### src/rtl/stage_1.sv
// Instruction fetch stage: PC register, small writable instruction memory,
// and the IF/ID pipeline register with the register-file read-enable decode.
module stage_1 #(
    parameter logic [31:0] RESET_PC   = 32'h0000_0000,
    parameter int          IMEM_DEPTH = 64
) (
    input  logic                          Clk,
    input  logic                          Reset,
    input  logic                          Stall_IF,
    input  logic                          Flush_IF,
    input  logic                          Branch_Taken,
    input  logic [31:0]                   Branch_Target,
    input  logic                          Imem_We,
    input  logic [$clog2(IMEM_DEPTH)-1:0] Imem_Addr,
    input  logic [31:0]                   Imem_Wdata,
    output logic [31:0]                   PC_IF,
    output logic [31:0]                   PC_ID,
    output logic [31:0]                   IR,
    output logic [4:0]                    rs1_ID,
    output logic [4:0]                    rs2_ID,
    output logic [4:0]                    rd_ID,
    output logic [2:0]                    Func3_ID,
    output logic                          Read_Enable_1,
    output logic                          Read_Enable_2,
    output logic                          Valid_ID,
    output logic                          Misaligned_IF
);

    localparam int          ADDR_W = $clog2(IMEM_DEPTH);
    localparam logic [31:0] NOP_IR = 32'h0000_0013;

    localparam logic [6:0] OP_LUI    = 7'b0110111;
    localparam logic [6:0] OP_AUIPC  = 7'b0010111;
    localparam logic [6:0] OP_JAL    = 7'b1101111;
    localparam logic [6:0] OP_REG    = 7'b0110011;
    localparam logic [6:0] OP_STORE  = 7'b0100011;
    localparam logic [6:0] OP_BRANCH = 7'b1100011;

    logic [31:0]       imem [IMEM_DEPTH];
    logic [ADDR_W-1:0] fetch_index;
    logic [31:0]       fetch_word;
    logic [6:0]        opcode;

    // Upper PC bits are ignored so fetch addresses wrap around the memory.
    assign fetch_index = PC_IF[ADDR_W+1:2];
    assign fetch_word  = imem[fetch_index];
    assign opcode      = IR[6:0];

    // Instruction memory write port; left alone by Reset so a program can be
    // loaded while the pipeline is held in reset.
    always_ff @(posedge Clk) begin
        if (Imem_We) begin
            imem[Imem_Addr] <= Imem_Wdata;
        end
    end

    // Fetch PC: a redirect wins over a stall, otherwise advance by one word.
    always_ff @(posedge Clk) begin
        if (Reset) begin
            PC_IF         <= RESET_PC;
            Misaligned_IF <= 1'b0;
        end else begin
            Misaligned_IF <= Branch_Taken && (Branch_Target[1:0] != 2'b00);
            if (Branch_Taken) begin
                PC_IF <= {Branch_Target[31:2], 2'b00};
            end else if (!Stall_IF) begin
                PC_IF <= PC_IF + 32'd4;
            end
        end
    end

    // IF/ID register: a redirect or flush squashes the slot even when stalled.
    always_ff @(posedge Clk) begin
        if (Reset || Branch_Taken || Flush_IF) begin
            IR       <= NOP_IR;
            PC_ID    <= 32'd0;
            Valid_ID <= 1'b0;
        end else if (!Stall_IF) begin
            IR       <= fetch_word;
            PC_ID    <= PC_IF;
            Valid_ID <= 1'b1;
        end
    end

    // Field slices and register-file read enables decoded from the held IR.
    always_comb begin
        rs1_ID        = IR[19:15];
        rs2_ID        = IR[24:20];
        rd_ID         = IR[11:7];
        Func3_ID      = IR[14:12];
        Read_Enable_1 = 1'b0;
        Read_Enable_2 = 1'b0;
        if (Valid_ID) begin
            Read_Enable_1 = !(opcode == OP_LUI || opcode == OP_AUIPC || opcode == OP_JAL);
            Read_Enable_2 = (opcode == OP_REG || opcode == OP_STORE || opcode == OP_BRANCH);
        end
    end

endmodule
### config.mk
export PLATFORM = sky130hd
export DESIGN_NAME = stage_1
export DESIGN_NICKNAME = d
export VERILOG_FILES = /design/src/rtl/stage_1.sv
export SDC_FILE = /design/constraint.sdc
export NUM_CORES = 2
export LEC_CHECK = 0
export ABC_AREA = 1
export CAP_MARGIN = 5
export CORE_MARGIN = 3
export CORE_UTILIZATION = 40
export CTS_CLUSTER_SIZE = 25
export DETAILED_ROUTE_END_ITERATION = 12
export GPL_ROUTABILITY_DRIVEN = 0
export REMOVE_ABC_BUFFERS = 1
export SYNTH_ARGS = -nofsm -noshare
export SYNTH_HDL_FRONTEND = slang
export SYNTH_SLANG_ARGS = --single-unit
### constraint.sdc
create_clock -name Clk -period 4.8 [get_ports Clk]
set_input_delay 0.96 -clock Clk [delete_from_list [all_inputs] [get_ports Clk]]
set_output_delay 0.96 -clock Clk [all_outputs]
set_load 0.02 [all_outputs]
# Word level (Yosys, flattened, before mapping)
# Memories as Yosys holds them, arrays and structs flattened. A register that Yosys moved wholly into a read port is not among the register bits.
# Cells that the tools add are included.
# W data, S select, Z words.
dict set report totals {
  out_inout_bits 118
  regBits 66
  ram_bits 2048
  n_memories 1
  elab_cells 31
}
# memory words width rd rd_ports_with_merged_regs wr line_no
set memory_table {}
lappend memory_table {imem 64 32 1 1 1 39} ;# logic [31:0] imem [IMEM_DEPTH];
dict set report classes {
  n_mux 6
  add_sub_neg 1
  reduce_logical 11
  eq_ne 7
}
# cell n
set op_table {}
lappend op_table {{$mux W32} 2}
lappend op_table {{$add A32 B3 Y32 const B} 1}
lappend op_table {{$eq A7 B6 Y1 const B} 3}
lappend op_table {{$eq A7 B7 Y1 const B} 2}
lappend op_table {{$eq A7 B5 Y1 const B} 1}
lappend op_table {{$logic_or A1 B1 Y1} 6}
lappend op_table {{$mux W1} 4}
lappend op_table {{$logic_not A1 Y1} 2}
lappend op_table {{$ne A2 B1 Y1 const B} 1}
lappend op_table {{$reduce_bool A2 Y1} 1}
lappend op_table {{$reduce_or A2 Y1} 1}
lappend op_table {{$logic_and A1 B1 Y1} 1}

# Longest topological paths before layout
dict set report logic_depth {
  word_depth 5
  ltp_mapped 19
}

# Worst setup path after synthesis
# Ideal clock, no wire load.
dict set report synth_path {
  kind {input port to flip-flop}
  from {input Imem_We}
  to {memory imem[32][0] (enable)}
  setup_slack_ns -0.290
  arrival_ns 4.588
  cell_stages 3
  path_cell_list {clkbuf_1 nand4_1 nor4_1}
}
dict set report synth_via {
  elab_chain_len 2
}
# item line_no
set synth_lines {}
lappend synth_lines {{start, declared} 13} ;# input logic Imem_We,
lappend synth_lines {{$mux W1} 52} ;# if (Imem_We) begin
lappend synth_lines {{$mux W1 (not written as such)} 53} ;# imem[Imem_Addr] <= Imem_Wdata;
lappend synth_lines {{end, declared} 39}
# No other way between the ends.

# Worst setup path in the final report
dict set report layout_path {
  from {register PC_IF[2]}
  to {output PC_IF[2]}
}
# item line_no
set layout_lines {}
lappend layout_lines {{start, declared} 16} ;# output logic [31:0] PC_IF,
lappend layout_lines {{start signal, assigned} 65} ;# PC_IF <= {Branch_Target[31:2], 2'b00};
lappend layout_lines {{start signal, assigned} 67} ;# PC_IF <= PC_IF + 32'd4;
# No word-level cell between the ends.

==> parameters.txt <==
Parameter                              Value

Synth
  Sequential area share after synthesis ... 71.0%
  Post-synthesis sequential element count ... 2142
  Gate Count Post-Synth ... 8379
  Cell Area, Synth ... 0.0893 mm^2
  Synthesized area per cell ... 10.7 um^2
  Warnings, synthesis ... 0
  Distinct cell type count of the synthesized netlist ... 35

Worst setup path
  CP endpoint kind ... primary output
  Start-to-end type of the worst setup path ... flop to primary output
  R2R setup slack ... 1.34 ns
  Largest driver fanout on the critical path ... 55
  Launching element type of the critical path ... flop
  R2R cell count ... 10
  Worst path arrival time ... 2.76 ns
  Reg-to-reg critical path endpoint ... IR[1]
  Endpoint required time on the critical path ... 3.84 ns
  Startpoint of the lowest-slack register-to-register path ... PC_IF[2]

Routing
  Vias per std cell ... 5.30
  Length of the first detailed-routing pass in iterations ... 6
  Count of vias placed by the detailed router ... 62000
  Average wire length per cell after detail routing ... 24.2 um
  Final wirelength ... 283000 um
  Iteration-0 DRC Markers ... 7497
  Count of unresolved DRC violations after routing ... 0
  Detail Route Antenna Nets ... 0

STA
  Final hold viol count ... 0
  Summed negative setup slack over all endpoints ... 0 ns
  Final Max Slew Viols ... 0
  Fmax achieved ... 0.269 GHz
  Transition time at the pin with the least slew margin ... 1.24 ns
  RSZ-0062 raised after global routing ... no
  Final Cycle Share ... 77.5%
  Endpoints failing setup ... 0
  Max_slew headroom ... 17.6%
  Max Clock Skew ... 0.0477 ns
  Clock period minus final worst setup slack ... 3.72 ns

Floorplan
  Die height ... 478 um
  IO Count ... 194
  Placeable core region ... 0.221 mm^2
  Die width ... 478 um
  Row cnt ... 172
  Initial core utilization ... 40.4%
  Die area ... 0.229 mm^2

Pwr
  Maximum ir drop on the vdd rail ... 0.397 mV
  Pwr per Cell Area ... 404 mW/mm^2
  Leakage component of the power ... 0.0384 uW
  Post-layout total power ... 41300 uW

Layout
  Final Net Count ... 8607
  Commonest cells after routing, fill and taps aside ... 2436 x nand2_1, 2048 x edfxtp_1, 1247 x nor2_1, 673 x nand3_1, 567 x inv_1
  Filler cell count ... 20100
  Most common library cell in the layout ignoring fill and taps ... nand2_1
  Area delta synth->final ... 14.4%
  Ratio of cells with drive above 1 in the final layout ... 7.58%

Global route
  Global-route wire length before repair ... 406000 um
  Overall fraction of global-route tracks in use ... 24.1%
  Grt ovf ... 0
  Antenna violations before repair ... 16
  Largest net degree at the start of global routing ... 184
  Number of global-route vias before repair ... 58600

CTS
  TritonCTS clock tree ... yes
  Clock buffer count from CTS ... 217
  Gates resized, CTS repair ... 0
  Cell at the root of the clock tree ... clkbuf_16
  Number of buffers added to fix hold violations after cts ... 0
  Clock input transition at the sequential cells of the worst setup and hold paths ... 0.06 ns
  Clock tree sinks ... 2142
  Post-CTS Setup Repair Bufs ... 0
  Later-pin clock latency in the skew report ... 0.86 ns
  Clock Path Buffers ... 3
  H-tree level count ... 4

Hold path
  Hold worst-path end ... imem[39][24]
  Startpoint of the most critical hold path ... Imem_Wdata[24]
  Number of cells traversed by the worst hold path ... 1
  Tightest Hold Check Type ... input port to flop

Status
  Run status ... finished, final reports clean

Place
  Detailed Place HPWL ... 171000 um
  Number of port buffers ... 189

Flow run
  Max-cap viol count ... 0
-- worst max-delay path, stage by stage (launching register included) --
cell and delay, ns:
dfxtp_4 0.76, buf_12 0.37, clkdlybuf4s50_1 0.68
-- stage by stage --
| step | worst slack (ns) | hold slack [ns] | cells | cell area (um^2) | utilization (%) |
|---|---|---|---|---|---|
| after CTS | 1.01 | 0.388 | 11700 | 102000 | 46.2 |
| after global placement | 1.11 | 0.454 | 11300 | 95000 | 43.0 |
| after floorplan | -53.60 | 0.540 | 7900 | 87000 | - |
| after global routing | 0.999 | 0.402 | 11700 | 102000 | 46.3 |
| final | 1.08 | 0.423 | 11700 | 102000 | 46.3 |
| after detailed placement | 1.11 | 0.458 | 11300 | 95000 | 43.0 |
-- cell usage after synthesis, drive strengths merged --
master | n | share of area, %
a32o | 1 | 0.011
o31ai | 2 | 0.017
edfxtp | 2048 | 69
a2111oi | 1 | 0.0098
inv | 571 | 2.4
o211ai | 14 | 0.12
or2 | 11 | 0.077
conb | 1 | 0.0042
nand3 | 673 | 3.8
a21oi | 78 | 0.44
nand2 | 2436 | 10
nor3 | 15 | 0.084
and3 | 6 | 0.042
a41oi | 1 | 0.0098
dfxtp | 94 | 2.1
o22ai | 6 | 0.042
o21bai | 1 | 0.0084
ha | 1 | 0.014
nor2 | 1306 | 5.5
clkinv | 5 | 0.021
nand4 | 11 | 0.077
buf | 240 | 1.6
o21ai | 579 | 3.2
a31oi | 16 | 0.11
nand3b | 1 | 0.0084
xor2 | 10 | 0.098
clkbuf | 242 | 1.0
nor4 | 8 | 0.056
a22oi | 1 | 0.0084
-- logic make-up after synthesis --
group | synth area share (%)
other | 0.00420
buffers and inverters | 5.00
xor gates and xnor gates | 0.0981
DFF | 71.0
AOI/OAI and AO/OA | 4.02
adders and majority gates | 0.0140
and+or+nand+nor | 19.9
-- how the worst max path moves through the flow --
| stage | start | end | cells past startpoint |
|---|---|---|---|
| after CTS | PC_IF[3] | PC_IF[3] | 2 |
| after floorplan | PC_IF[2] | IR[15] | 11 |
| after detailed placement | Imem_Addr[3] | imem[39][14] | 5 |
| after global placement | Imem_Addr[3] | imem[39][14] | 5 |
| final | PC_IF[2] | PC_IF[2] | 2 |
| after global routing | PC_IF[2] | PC_IF[2] | 2 |
-- per-layer routing --
metal / share of wire, % / wire (um) / global-route usage (%) / vias to the layer above
met2: 46 / 131000 / 38.4 / 2993
met5: 0.0071 / 20 / 0 / -
met1: 39 / 111000 / 32.1 / 30200
met3: 8.8 / 24800 / 4.16 / 562
met4: 5.5 / 15600 / 11.8 / 2
li1: - / - / - / 28300
-- area by class of cell --
type | count | area [um^2] | area share, %
antenna | 6 | 15.0 | 0.0147
clock buffer | 265 | 5670 | 5.55
clock inverter | 146 | 1410 | 1.38
inverter | 576 | 2190 | 2.15
multi-input combinational | 5182 | 21900 | 21.5
sequential | 2142 | 63400 | 62.1
tap | 2958 | 3700 | 3.62
timing repair buffer | 411 | 3840 | 3.76
-- where the power goes --
group / leakage [uW] / internal (uW) / switching (uW) / total, uW
Clock: 0.00345 / 9600 / 7310 / 16900
Combinational: 0.0157 / 888 / 2760 / 3640
Sequential: 0.0192 / 20600 / 108 / 20700
Total: 0.0384 / 31100 / 10200 / 41300
-- registers in the layout (all words and copies together) (netlist names) --
register and flops:
Valid_ID 1, IR 32, PC_ID 30, Misaligned_IF 1, PC_IF 30, imem 2048
Power figures use the tool's default switching activity.
